**src/rtl/seg7_scan_driver.sv**
```systemverilog
// Time-multiplexed driver for a 4-digit common-anode 7-segment display.
// Latches digits on load; adds leading-zero blanking, decimal points and blink.
module seg7_scan_driver #(
    parameter int unsigned REFRESH_DIV = 50000,
    parameter int unsigned BLINK_DIV   = 25000000
) (
    input  logic        clk,
    input  logic        reset,
    input  logic        load,
    input  logic [15:0] digits,
    input  logic [3:0]  dp_mask,
    input  logic        blank_lz,
    input  logic        blink_en,
    output logic [3:0]  an_n,
    output logic [6:0]  seg_n,
    output logic        dp_n
);

    localparam int unsigned RW = (REFRESH_DIV > 1) ? $clog2(REFRESH_DIV) : 1;
    localparam int unsigned BW = (BLINK_DIV > 1) ? $clog2(BLINK_DIV) : 1;
    localparam logic [RW-1:0] RefreshMax = RW'(REFRESH_DIV - 1);
    localparam logic [BW-1:0] BlinkMax   = BW'(BLINK_DIV - 1);

    logic [15:0]   shadow_q, shadow_d;
    logic [3:0]    shadow_dp_q, shadow_dp_d;
    logic [1:0]    idx_q, idx_d;
    logic [RW-1:0] refresh_q, refresh_d;
    logic [BW-1:0] blink_cnt_q, blink_cnt_d;
    logic          phase_q, phase_d;
    logic [3:0]    an_n_q, an_n_d;
    logic [6:0]    seg_n_q, seg_n_d;
    logic          dp_n_q, dp_n_d;

    logic [3:0]    digit_v;
    logic [6:0]    seg_dec;
    logic [3:0]    lz;
    logic          blink_off;

    always_comb begin
        shadow_d    = load ? digits : shadow_q;
        shadow_dp_d = load ? dp_mask : shadow_dp_q;

        refresh_d = refresh_q + 1'b1;
        idx_d     = idx_q;
        if (refresh_q == RefreshMax) begin
            refresh_d = '0;
            idx_d     = idx_q + 2'd1;
        end

        blink_cnt_d = blink_cnt_q + 1'b1;
        phase_d     = phase_q;
        if (blink_cnt_q == BlinkMax) begin
            blink_cnt_d = '0;
            phase_d     = ~phase_q;
        end
    end

    // A digit is a leading zero when it and every higher digit are zero; ones never blanks.
    always_comb begin
        lz[3] = (shadow_q[15:12] == 4'd0);
        lz[2] = lz[3] && (shadow_q[11:8] == 4'd0);
        lz[1] = lz[2] && (shadow_q[7:4] == 4'd0);
        lz[0] = 1'b0;
    end

    always_comb begin
        digit_v = shadow_q[{idx_q, 2'b00} +: 4];
        case (digit_v)
            4'h0:    seg_dec = 7'b1000000;
            4'h1:    seg_dec = 7'b1111001;
            4'h2:    seg_dec = 7'b0100100;
            4'h3:    seg_dec = 7'b0110000;
            4'h4:    seg_dec = 7'b0011001;
            4'h5:    seg_dec = 7'b0010010;
            4'h6:    seg_dec = 7'b0000010;
            4'h7:    seg_dec = 7'b1111000;
            4'h8:    seg_dec = 7'b0000000;
            4'h9:    seg_dec = 7'b0010000;
            4'hA:    seg_dec = 7'b0001000;
            4'hB:    seg_dec = 7'b0000011;
            4'hC:    seg_dec = 7'b1000110;
            4'hD:    seg_dec = 7'b0100001;
            4'hE:    seg_dec = 7'b0000110;
            default: seg_dec = 7'b0001110;
        endcase
    end

    always_comb begin
        blink_off = blink_en && phase_q;
        an_n_d    = ~(4'b0001 << idx_q);
        seg_n_d   = (blink_off || (blank_lz && lz[idx_q])) ? 7'h7F : seg_dec;
        dp_n_d    = blink_off ? 1'b1 : ~shadow_dp_q[idx_q];
    end

    always_ff @(posedge clk) begin
        if (!reset) begin
            shadow_q    <= '0;
            shadow_dp_q <= '0;
            idx_q       <= '0;
            refresh_q   <= '0;
            blink_cnt_q <= '0;
            phase_q     <= 1'b0;
            an_n_q      <= 4'b1111;
            seg_n_q     <= 7'h7F;
            dp_n_q      <= 1'b1;
        end else begin
            shadow_q    <= shadow_d;
            shadow_dp_q <= shadow_dp_d;
            idx_q       <= idx_d;
            refresh_q   <= refresh_d;
            blink_cnt_q <= blink_cnt_d;
            phase_q     <= phase_d;
            an_n_q      <= an_n_d;
            seg_n_q     <= seg_n_d;
            dp_n_q      <= dp_n_d;
        end
    end

    assign an_n  = an_n_q;
    assign seg_n = seg_n_q;
    assign dp_n  = dp_n_q;

endmodule

```
**config.mk**
```make
export PLATFORM = sky130hd
export DESIGN_NAME = seg7_scan_driver
export DESIGN_NICKNAME = d
export VERILOG_FILES = /design/src/rtl/seg7_scan_driver.sv
export SDC_FILE = /design/constraint.sdc
export NUM_CORES = 1
export LEC_CHECK = 0
export CAP_MARGIN = 0
export CORE_MARGIN = 1.5
export CORE_UTILIZATION = 40
export CTS_BUF_LIST = sky130_fd_sc_hd__clkbuf_16
export DETAILED_ROUTE_END_ITERATION = 8
export GPL_TIMING_DRIVEN = 0
export PLACE_DENSITY_LB_ADDON = 0.08
export SLEW_MARGIN = 20
export SYNTH_ARGS = -nofsm -noshare
export SYNTH_HDL_FRONTEND = slang
export SYNTH_SLANG_ARGS = --single-unit
```
**constraint.sdc**
```tcl
create_clock -name clk -period 6.65 [get_ports clk]
set_clock_uncertainty 0.2 [all_clocks]
set_input_delay 0.9975 -clock clk [delete_from_list [all_inputs] [get_ports clk]]
set_output_delay 0.9975 -clock clk [all_outputs]
set_load 0.01 [all_outputs]
```
# Word-level counts from Yosys, hierarchy flattened
# Memories as Yosys holds them, arrays and structs flattened. A register that Yosys moved wholly into a read port is not among the register bits.
# Index checks and enable logic that the tools add are counted.
[classes] n_addsub=3 magnitude_cmp=1 n_eq_ne=2 shift=2 mux=4 n_bitwise=4 reduce_logical=12
[ops] cell="adder 25 x 1 -> 25 bit (second input constant)" count=1
[ops] cell="equality test 25 bit (second input constant)" count=1
[ops] cell="adder 16 x 1 -> 16 bit (second input constant)" count=1
[ops] cell="equality test 16 bit (second input constant)" count=1
[ops] cell="indexed part select 16 x 5 -> 4 bit" count=1
[ops] cell="logical NOT 4 bit" count=3
[ops] cell="OR reduction 2 bit" count=4
[ops] cell="binary-select mux 1 bit (select 2 bit)" count=2
[ops] cell="logical AND 1 bit" count=4
[ops] cell="inverter 4 bit" count=1
[ops] cell="<< shifter 1 x 2 -> 4 bit (first input constant)" count=1
[ops] cell="less-than comparator 2 x 3 -> 1 bit (second input constant)" count=1
[ops] cell="inverter 1 bit" count=3
[ops] cell="adder 2 x 1 -> 2 bit (second input constant)" count=1
[ops] cell="2-to-1 mux 1 bit" count=2
[ops] cell="logical OR 1 bit" count=1
[word_totals] regBits=69 rom_bits=112 output_inout_bits=12 wordCells=37 memories=1
[memory_table] memory="(name not given)" depth=16 width=7 rd=1 rd_ports_with_merged_regs=1 write_ports=0 line="68" rtl="case (digit_v)"

# Longest topological paths before layout
# Gate-level depths: netlist (run 1).
[logic_depth] ltp_word=8 mapped_depth=8

# Least setup slack after synthesis (run 1)
# No wires, ideal clock.
[synth_path] kind="register -> register" from="register idx_q[0]" to="register seg_n_q[5], in the netlist seg_n[5]" setup_ns=0.152 t_arrival_ns=1.733 setup_slack_ns=4.565 stages_incl_launch_ff=7 cell_sequence="dfxtp_1 > buf_2 > mux4_2 > ha_1 > nor2b_1 > a21oi_1 > o221ai_1"
[synth_via] elab_chain_cells=5 elab_cells_between_ends=6 cone_classes="shift: 1; mux: 2; reduce/logical: 3"
[synth_rtl] element="start, declared" line="26" rtl="logic [1:0] idx_q, idx_d;"
[synth_rtl] element="start signal, assigned" line="109" rtl="idx_q <= idx_d;"
[synth_rtl] element="binary-select mux 1 bit (select 2 bit)" line="91" rtl="seg_n_d = (blink_off || (blank_lz && lz[idx_q])) ? 7'h7F : seg_dec;"
[synth_rtl] element="2-to-1 mux 1 bit (not written as such)" line="91"
[synth_rtl] element="logical AND 1 bit" line="91"
[synth_rtl] element="logical OR 1 bit" line="91"
[synth_rtl] element="OR reduction 2 bit (no source line)"
[synth_rtl] element="end, declared" line="31" rtl="logic [6:0] seg_n_q, seg_n_d;"
# Several ways; a longest one is shown, not always the timed one. The select of a mux whose other input is x is not followed.
# A chain may end at the register's enable or synchronous reset.

# Final worst setup path (run 1)
[layout_path] from="input reset" to="register seg_n_q[5], in the netlist seg_n[5]"
[layout_via] elab_chain_cells=2
[layout_rtl] element="start, declared" line="8" rtl="input logic reset,"
[layout_rtl] element="inverter 1 bit (no source line)"
[layout_rtl] element="OR reduction 2 bit (no source line)"
# No other way between the ends.

==> results_dict.tcl, run 1 <==
set metrics [dict create \
    gp_congestion 0.799 \
    grt_pass1_vias 2344 \
    routed-via-count 2493 \
    synth_edf_count 0 \
    seqPwrFrac_pct 45.0 \
    routedWlPerCell_um 12.7 \
    cts_tree "yes" \
    ys_types 40 \
    yosys_warnings 0 \
    dr.pass1.iters 4 \
    port_buffers 35 \
    clockBufferDepth 2 \
    critical_path.max_fanout 7 \
    fmax_ghz 0.400 \
    hold_viol_final 0 \
    die_area_sq_mm 0.00907 \
    swShare_pct 21.1 \
    netSwitchingPower_w 0.000225 \
    num_antenna_cells 0 \
    syn_nets 393 \
    worstMarginPinSlew_ns 0.734 \
    grt_usage_pct 15.7 \
    leakage_nw 1.57 \
    yosysTopAreaCell "dfxtp_1" \
    syn_avg_cell_area_sq_um 9.56 \
    drcViolationCount 0 \
    cts_resized 0 \
    critPathRequiredTime_ns 6.59 \
    hold_class "flop to flop" \
    fin_setup_tns_ns 0 \
    finalSetupViolCount 0 \
    dp_hpwl_um 4750 \
    grt_pass1_wl_um 10900 \
    nNetsFinal 439 \
    synthFlopType "dfxtp_1" \
    comb_power_share_pct 7.3 \
    via_per_inst 4.87 \
    min_period_ns 2.50 \
    finalPower_w 0.00107 \
    h-tree-depth 3 \
    ys_seq_area_share_pct 44.7 \
    end_kind "flop" \
    rows 33 \
    ys_seq_elements 76 \
    core_sq_mm 0.00822 \
    power.density_mw_per_mm2 254 \
    antenna_left 0 \
    io_pins 37 \
    postCtsSetupBuffers 0 \
    cts_hold_buf 0 \
    clk_root_buffer_cell "clkbuf_16" \
    async_reset_ff_share_pct 0 \
    synth_area_sq_mm 0.00340 \
    ys_top_cells_by_area "dfxtp_1 (45%), mux2i_1 (6.5%), nor2_1 (5.7%)" \
    finalCritPeriodShare_pct 37.6 \
    clock_sinks 76 \
    relSlewSlack_pct 51.1 \
    finalMaxSlewViolations 0 \
    grt_start_max_net_pins 14 \
    rsz0062_at_grt "no" \
    die_x_um 95.3 \
    irDropWorstVdd_uv 134 \
    synth_top_area_share_pct 44.7 \
    run_status "complete, no violations" \
    first_iter_violations 68 \
    p_int_w 0.000841 \
    fillers 787 \
    maxCapViolations 0 \
    die_h_um 95.3 \
    p_clk_share_pct 47.7 \
    cts_made_buffers 9 \
    wl_um 6510 \
    antenna_found_initial 0 \
    drive_gt1_share_pct 7.37 \
    worstPathArrival_ns 2.45 \
    grt_overflow 0 \
    syn-instance-count 356 \
    clkLatencyLatePin_ns 0.32 \
    start_util_pct 41.4 \
    critPathKind "input pin to flop" \
    crit_path_start_kind "input pin" \
    clk_pin_slew_ns 0.06 \
    area_delta_synth_final_pct 23.4 \
]
==> synth_stat cells (2+ instances only) <==
| cell type | number |
|---|---|
| nor2_1 | 52 |
| a211oi_1 | 2 |
| a21oi_1 | 4 |
| nor4_1 | 2 |
| and2_1 | 4 |
| inv_1 | 9 |
| buf_8 | 2 |
| nand4b_1 | 2 |
| and3_1 | 5 |
| nor2b_1 | 22 |
| mux4_2 | 5 |
| mux2i_1 | 22 |
| nor3_1 | 11 |
| dfxtp_1 | 76 |
| clkbuf_1 | 7 |
| nor4b_1 | 2 |
| o221ai_1 | 3 |
| nand3_1 | 24 |
| nand2b_1 | 3 |
| xor2_1 | 18 |
| nor4bb_1 | 2 |
| ha_1 | 12 |
| o21ai_0 | 3 |
| o211ai_1 | 2 |
| buf_2 | 2 |
| nand2_1 | 19 |
| xnor2_1 | 20 |
| nand4_1 | 8 |
| and4_1 | 2 |
==> critical path, cell delays in order <==
cell	delay [ns]
clkdlybuf4s50_1	0.56
nand2_1	0.09
a31oi_1	0.52
o221ai_1	0.27
==> path summary, 6_finish.rpt <==
kind,end,from,slack (ns),depth (start not counted)
worst min-delay path,refresh_q[0]$_SDFF_PP0_,refresh_q[0]$_SDFF_PP0_,0.26,1
worst max-delay path,seg_n[5]$_SDFF_PP1_,reset,4.15,4
worst min register to register,refresh_q[0]$_SDFF_PP0_,refresh_q[0]$_SDFF_PP0_,0.26,1
worst max register to register,seg_n[5]$_SDFF_PP1_,idx_q[0]$_SDFFE_PN0P_,4.31,6
==> per-stage QoR <==
stage                     util [%]  setup slack, ns  std cells  hold WS (ns)  area, sq um
after floorplan                  -             4.56        356         0.230         3400
after global placement        47.3             3.82        496         0.251         3890
after detailed placement      47.3             3.75        496         0.257         3890
after CTS                     51.1             4.10        512         0.273         4200
after global routing          51.1             4.05        512         0.281         4200
final                         51.1             4.15        512         0.265         4200
==> power groups by stage <==
stage / registers (W) / logic [W] / clock network, W
after floorplan: 0.000489 / 0.0000432 / 0
after global placement: 0.000489 / 0.0000782 / 0
after detailed placement: 0.000489 / 0.0000785 / 0
after CTS: 0.000479 / 0.0000788 / 0.000525
after global routing: 0.000481 / 0.0000860 / 0.000545
final: 0.000479 / 0.0000775 / 0.000509
==> logic make-up after synthesis <==
kind of cell / after synthesis / synth area share (%)
XOR/XNOR: 38 / 9.78
flip-flops: 76 / 44.7
multiplexers: 27 / 9.78
AND/OR/NAND/NOR: 165 / 24.8
adder cells (fa/ha/maj): 12 / 4.41
AO/OA/AOI/OAI: 17 / 3.31
buffers and inverters: 21 / 3.27
==> registers in the layout (all words and copies together) (netlist names) <==
register     flops
dp_n             1
an_n             4
phase_q          1
idx_q            2
seg_n            7
blink_cnt_q     25
shadow_dp_q      4
shadow_q        16
refresh_q       16
==> cell usage in the layout, fill, tap and decap left out, types with 11 or more instances in the layout <==
| cell | instances |
|---|---|
| ha_1 | 12 |
| nand3_1 | 24 |
| nand2_1 | 19 |
| xnor2_1 | 20 |
| nor2_1 | 52 |
| nor3_1 | 11 |
| clkdlybuf4s50_1 | 35 |
| xor2_1 | 18 |
| mux2i_1 | 22 |
| nor2b_1 | 22 |
| dfxtp_1 | 76 |
==> layout make-up <==
class | count | area (sq um) | share of cell area, %
plain buffers | 12 | 77.6 | 1.85
clock buffers | 9 | 225 | 5.36
clock inverters | 7 | 91.3 | 2.17
inverters | 9 | 33.8 | 0.804
multi-input cells | 259 | 1770 | 42.2
flip-flops and latches | 76 | 1520 | 36.2
well taps | 105 | 131 | 3.13
repair buffers | 35 | 350 | 8.34
==> routing by layer <==
metal / vias up / global-route usage (%) / part of all wire [%]
met4: 0 / 6.22 / 1.2
met3: 4 / 4.23 / 4.0
li1: 1309 / - / -
met5: - / 0 / 0
met2: 38 / 24.9 / 46
met1: 1142 / 20.1 / 49
Note: power is estimated with default switching activity, not from simulation.
==> run 2, diff against run 1 <==
- clock period: 6.65 -> 2.45 ns (I/O delays scaled with it)
==> results_dict.tcl, run 2 (synthesized netlist as in run 1, its figures left out) <==
set metrics [dict create \
    critical_path.max_fanout 9 \
    drive_gt1_share_pct 7.37 \
    run_status "complete, no violations" \
    timing.rr.start "idx_q[0]$_SDFFE_PN0P_" \
    h-tree-depth 3 \
    maxCapViolations 0 \
    min_path_cells 1 \
    grt_overflow 0 \
    routedWlPerCell_um 12.7 \
    antenna_left 0 \
    fillers 788 \
    clk_root_buffer_cell "clkbuf_16" \
    hold_viol_final 0 \
    die_x_um 95.3 \
    fin_cells 512 \
    first_iter_violations 67 \
    num_antenna_cells 0 \
    numPlacedInstances 496 \
    r2r_end "seg_n[5]$_SDFF_PP1_" \
    relSlewSlack_pct 50.6 \
    critPathTopFamily "multiplexers" \
    clock_sinks 76 \
    largest_register_ff_count 25 \
    grt_pass1_vias 2344 \
    area_delta_synth_final_pct 23.5 \
    final_cell_mix "dfxtp_1 (76), nor2_1 (52), clkdlybuf4s50_1 (35)" \
    hold_class "flop to flop" \
    crit_buf_inv 1 \
    hold_end "refresh_q[0]$_SDFF_PP0_" \
    rsz0062_at_grt "no" \
    end_kind "flop" \
    cts_tree "yes" \
    cts_made_buffers 9 \
    leakage_nw 1.57 \
    clockBufferDepth 2 \
    path_cells "clkbuf_4, mux4_2, ha_1, nor2b_1, a21oi_1, o221ai_1" \
    clk_pin_slew_ns 0.06 \
    min_period_ns 2.29 \
    antenna_found_initial 0 \
    worstMarginPinSlew_ns 0.741 \
    core_sq_mm 0.00822 \
    p_int_w 0.00228 \
    gp_congestion 0.799 \
    hp-start "refresh_q[0]$_SDFF_PP0_" \
    regMostFlops "blink_cnt_q" \
    worstPathArrival_ns 2.23 \
    slowest_stage "mux4_2" \
    netSwitchingPower_w 0.000612 \
    power.density_mw_per_mm2 688 \
    top_regs "blink_cnt_q (25), refresh_q (16), shadow_q (16)" \
    irDropWorstVdd_uv 363 \
    seqPwrFrac_pct 45.0 \
    grt_pass1_wl_um 10900 \
    dr.pass1.iters 4 \
    reg2reg_slack_ns 0.16 \
    finalMaxSlewViolations 0 \
    grt_start_max_net_pins 14 \
    critical-path-max-stage-delay_ns 0.61 \
    p_clk_share_pct 47.8 \
    die_area_sq_mm 0.00907 \
    swShare_pct 21.1 \
    via_per_inst 4.88 \
    crit_path_start_kind "flop" \
    nNetsFinal 439 \
    die_h_um 95.3 \
    comb_power_share_pct 7.3 \
    io_pins 37 \
    finalSetupViolCount 0 \
    dp_hpwl_um 4750 \
    critPathRequiredTime_ns 2.40 \
    wl_um 6500 \
    postLayoutCellArea_sq_mm 0.00421 \
    grt_usage_pct 15.7 \
    critPathKind "flop to flop" \
    fmax_ghz 0.437 \
    finalCritPeriodShare_pct 93.4 \
    drcViolationCount 0 \
    port_buffers 35 \
    fin_setup_tns_ns 0 \
    routed-via-count 2498 \
    place_area_sq_mm 0.00389 \
    final_common_cell "dfxtp_1" \
    reg2reg_depth 6 \
    clkLatencyLatePin_ns 0.33 \
    start_util_pct 41.4 \
    cts_hold_buf 0 \
    rows 33 \
]
## run 2: changes by cell type in the layout (fill, tap and decap cells not counted), sizes merged
cell and delta:
clkbuf +1, buf -1
## run 2: per-stage QoR
step                      util [%]  hold slack (ns)  worst slack, ns  total power (W)
after floorplan                  -            0.230            0.365          0.00145
after global placement        47.3            0.251            0.133          0.00154
after detailed placement      47.3            0.257            0.119          0.00154
after CTS                     51.1            0.273            0.108          0.00294
after global routing          51.2            0.281          0.00820          0.00302
final                         51.2            0.265            0.162          0.00289
## run 2: what timing repair did
item | 4_1_cts | 5_1_grt
resized for setup | 0 | 1
setup endpoints to repair | 0 | 2
setup buffers | 0 | 0
## run 2: area by class of cell
class | count | area [sq um] | share of cell area [%]
Tap cell | 105 | 131 | 3.12
Buffer | 12 | 80.1 | 1.90
Timing Repair Buffer | 35 | 350 | 8.33
Inverter | 9 | 33.8 | 0.803
Clock inverter | 7 | 91.3 | 2.17
Multi-Input combinational cell | 259 | 1770 | 42.1
Clock buffer | 9 | 225 | 5.36
Sequential cell | 76 | 1520 | 36.2
## run 2: power by group through the flow
stage	Clock (W)	Combinational, W	Sequential [W]
after global routing	0.00148	0.000233	0.00131
after floorplan	0	0.000117	0.00133
after detailed placement	0	0.000213	0.00133
final	0.00138	0.000210	0.00130
after global placement	0	0.000212	0.00133
after CTS	0.00143	0.000214	0.00130
## run 2: how the worst max path moves through the flow
stage	start	to	slack (ns)	cells after the start
after global routing	idx_q[0]$_SDFFE_PN0P_	seg_n[5]$_SDFF_PP1_	0.008	6
after CTS	idx_q[0]$_SDFFE_PN0P_	seg_n[5]$_SDFF_PP1_	0.11	6
after global placement	idx_q[0]$_SDFFE_PN0P_	seg_n[3]$_SDFF_PP1_	0.13	7
after floorplan	idx_q[0]$_SDFFE_PN0P_	seg_n[5]$_SDFF_PP1_	0.36	6
after detailed placement	idx_q[0]$_SDFFE_PN0P_	seg_n[5]$_SDFF_PP1_	0.12	6
final	idx_q[0]$_SDFFE_PN0P_	seg_n[5]$_SDFF_PP1_	0.16	6
## run 2: worst reg2reg max path, cell delays in order (launching register included)
cell and delay [ns]:
dfxtp_1 0.35, clkbuf_4 0.24, mux4_2 0.62, ha_1 0.28, nor2b_1 0.15, a21oi_1 0.13, o221ai_1 0.15
## run 2: metal layers
metal / global-route usage, % / vias to the layer above / wire length (um)
met5: 0 / - / 0
met4: 6.22 / 0 / 76
met3: 4.23 / 4 / 290
met2: 24.9 / 40 / 2960
met1: 20.1 / 1145 / 3170
li1: - / 1309 / -
==> run 3, diff against run 2 <==
- CORE_UTILIZATION: 40 -> 50
- HOLD_SLACK_MARGIN: unset -> 0.05
==> results_dict.tcl, run 3 (synthesized netlist as in run 1, its figures left out) <==
set metrics [dict create \
    die_x_um 85.5 \
    met1_usage_pct 24.5 \
    gr-usage-met2_pct 33.4 \
    clkLatencyLatePin_ns 0.33 \
    grt_start_max_net_pins 13 \
    rows 29 \
    top_regs "blink_cnt_q (25), refresh_q (16), shadow_q (16)" \
    irDropWorstVdd_uv 454 \
    finalCritPeriodShare_pct 92.5 \
    end_kind "flop" \
    regMostFlops "blink_cnt_q" \
    area_delta_synth_final_pct 21.6 \
    crit_buf_inv 2 \
    hp-start "blink_cnt_q[0]$_SDFF_PP0_" \
    met3_usage_pct 5.20 \
    dp_hpwl_um 4590 \
    nNetsFinal 439 \
    antenna_left 0 \
    whs_ns 0.278 \
    place_area_sq_mm 0.00385 \
    worstPathArrival_ns 2.23 \
    cts_made_buffers 9 \
    clk_pin_slew_ns 0.06 \
    critPathTopFamily "multiplexers" \
    maxCapViolations 0 \
    clock_sinks 76 \
    leakage_nw 1.57 \
    cts_hold_buf 0 \
    die_h_um 85.5 \
    h-tree-depth 3 \
    fin_setup_tns_ns 0 \
    clockBufferDepth 2 \
    hold_end "blink_cnt_q[0]$_SDFF_PP0_" \
    via_per_inst 5.19 \
    slowest_stage "mux4_2" \
    port_buffers 35 \
    critical-path-max-stage-delay_ns 0.58 \
    grt-busiest-layer "met2" \
    grt_pass1_vias 2502 \
    cts_resized 0 \
    fmax_ghz 0.441 \
    power.density_mw_per_mm2 669 \
    grt_pass1_wl_um 11400 \
    timing.rr.start "idx_q[0]$_SDFFE_PN0P_" \
    rsz0062_at_grt "no" \
    r2r_end "seg_n[3]$_SDFF_PP1_" \
    final_common_cell "dfxtp_1" \
    hold_class "flop to flop" \
    clk_root_buffer_cell "clkbuf_16" \
    violations "DRC" \
    worstMarginPinSlew_ns 0.717 \
    start_util_pct 52.7 \
    min_period_ns 2.27 \
    num_antenna_cells 0 \
    relSlewSlack_pct 52.2 \
    routed-via-count 2514 \
    run_status "complete, but fails checks" \
    grt_usage_pct 19.6 \
    cts_tree "yes" \
    hold_viol_final 0 \
    path_cells "clkbuf_4, mux4_2, inv_1, ha_1, nor2_1, a211oi_1, o21ai_0" \
    finalSetupViolCount 0 \
    postLayoutCellArea_sq_mm 0.00414 \
    critPathRequiredTime_ns 2.42 \
    io_pins 37 \
    die_area_sq_mm 0.00731 \
    routedWlPerCell_um 13.5 \
    postCtsSetupBuffers 0 \
    critical_path.max_fanout 9 \
    grt_overflow 0 \
    critPathKind "flop to flop" \
    antenna_found_initial 0 \
    wl_um 6520 \
    drcViolationCount 5 \
    final_cell_mix "dfxtp_1 (76), nor2_1 (52), clkdlybuf4s50_1 (35)" \
    reg2reg_depth 7 \
    drive_gt1_share_pct 6.39 \
    min_path_cells 1 \
    first_iter_violations 78 \
    dr.pass1.iters 6 \
    largest_register_ff_count 25 \
    core_sq_mm 0.00646 \
    gp_congestion 0.840 \
    finalMaxSlewViolations 0 \
    finalCoreUtilization_pct 64.1 \
    crit_path_start_kind "flop" \
    reg2reg_slack_ns 0.18 \
]
==> run 3: cell types whose count changed in the layout (fill, tap and decap cells not counted) <==
cell        before  now
inv_1            9   13
clkinv_2         3    0
bufinv_16        2    1
clkinv_4         1    2
clkinvlp_4       1    0
==> run 3: metal layers <==
| metal | share of wire, % | vias up | wire length, um |
|---|---|---|---|
| met2 | 47 | 35 | 3070 |
| li1 | - | 1314 | - |
| met4 | 0.86 | 0 | 56 |
| met1 | 48 | 1159 | 3140 |
| met5 | 0 | - | 0 |
| met3 | 3.9 | 6 | 255 |
==> run 3: final cells by class <==
class	count	area (sq um)
fillers	573	2320
multi-input cells	259	1770
flip-flops and latches	76	1520
repair buffers	35	350
clock buffers	9	225
well taps	77	96.3
plain buffers	12	80.1
clock inverters	7	62.6
inverters	9	33.8
==> run 3: how the worst max path moves through the flow <==
stage,end,cells after the start,from
2_1_floorplan,seg_n[5]$_SDFF_PP1_,6,idx_q[0]$_SDFFE_PN0P_
3_3_place_gp,seg_n[3]$_SDFF_PP1_,7,idx_q[0]$_SDFFE_PN0P_
3_5_place_dp,seg_n[3]$_SDFF_PP1_,7,idx_q[0]$_SDFFE_PN0P_
4_1_cts,seg_n[3]$_SDFF_PP1_,7,idx_q[0]$_SDFFE_PN0P_
5_1_grt,seg_n[3]$_SDFF_PP1_,8,idx_q[1]$_SDFFE_PN0P_
6_report,seg_n[3]$_SDFF_PP1_,7,idx_q[0]$_SDFFE_PN0P_
==> run 3: report_power, final <==
group          internal, W  switching (W)
logic             0.000118      0.0000922
registers          0.00128      0.0000253
clock network     0.000777       0.000483
total              0.00217       0.000601
==> run 3: through the flow <==
stage | worst slack, ns | std cells | power, W
after floorplan | 0.365 | 356 | 0.00145
after global placement | 0.150 | 468 | 0.00154
after detailed placement | 0.140 | 468 | 0.00154
after CTS | 0.131 | 484 | 0.00280
after global routing | 0.0108 | 484 | 0.00288
final | 0.184 | 484 | 0.00277
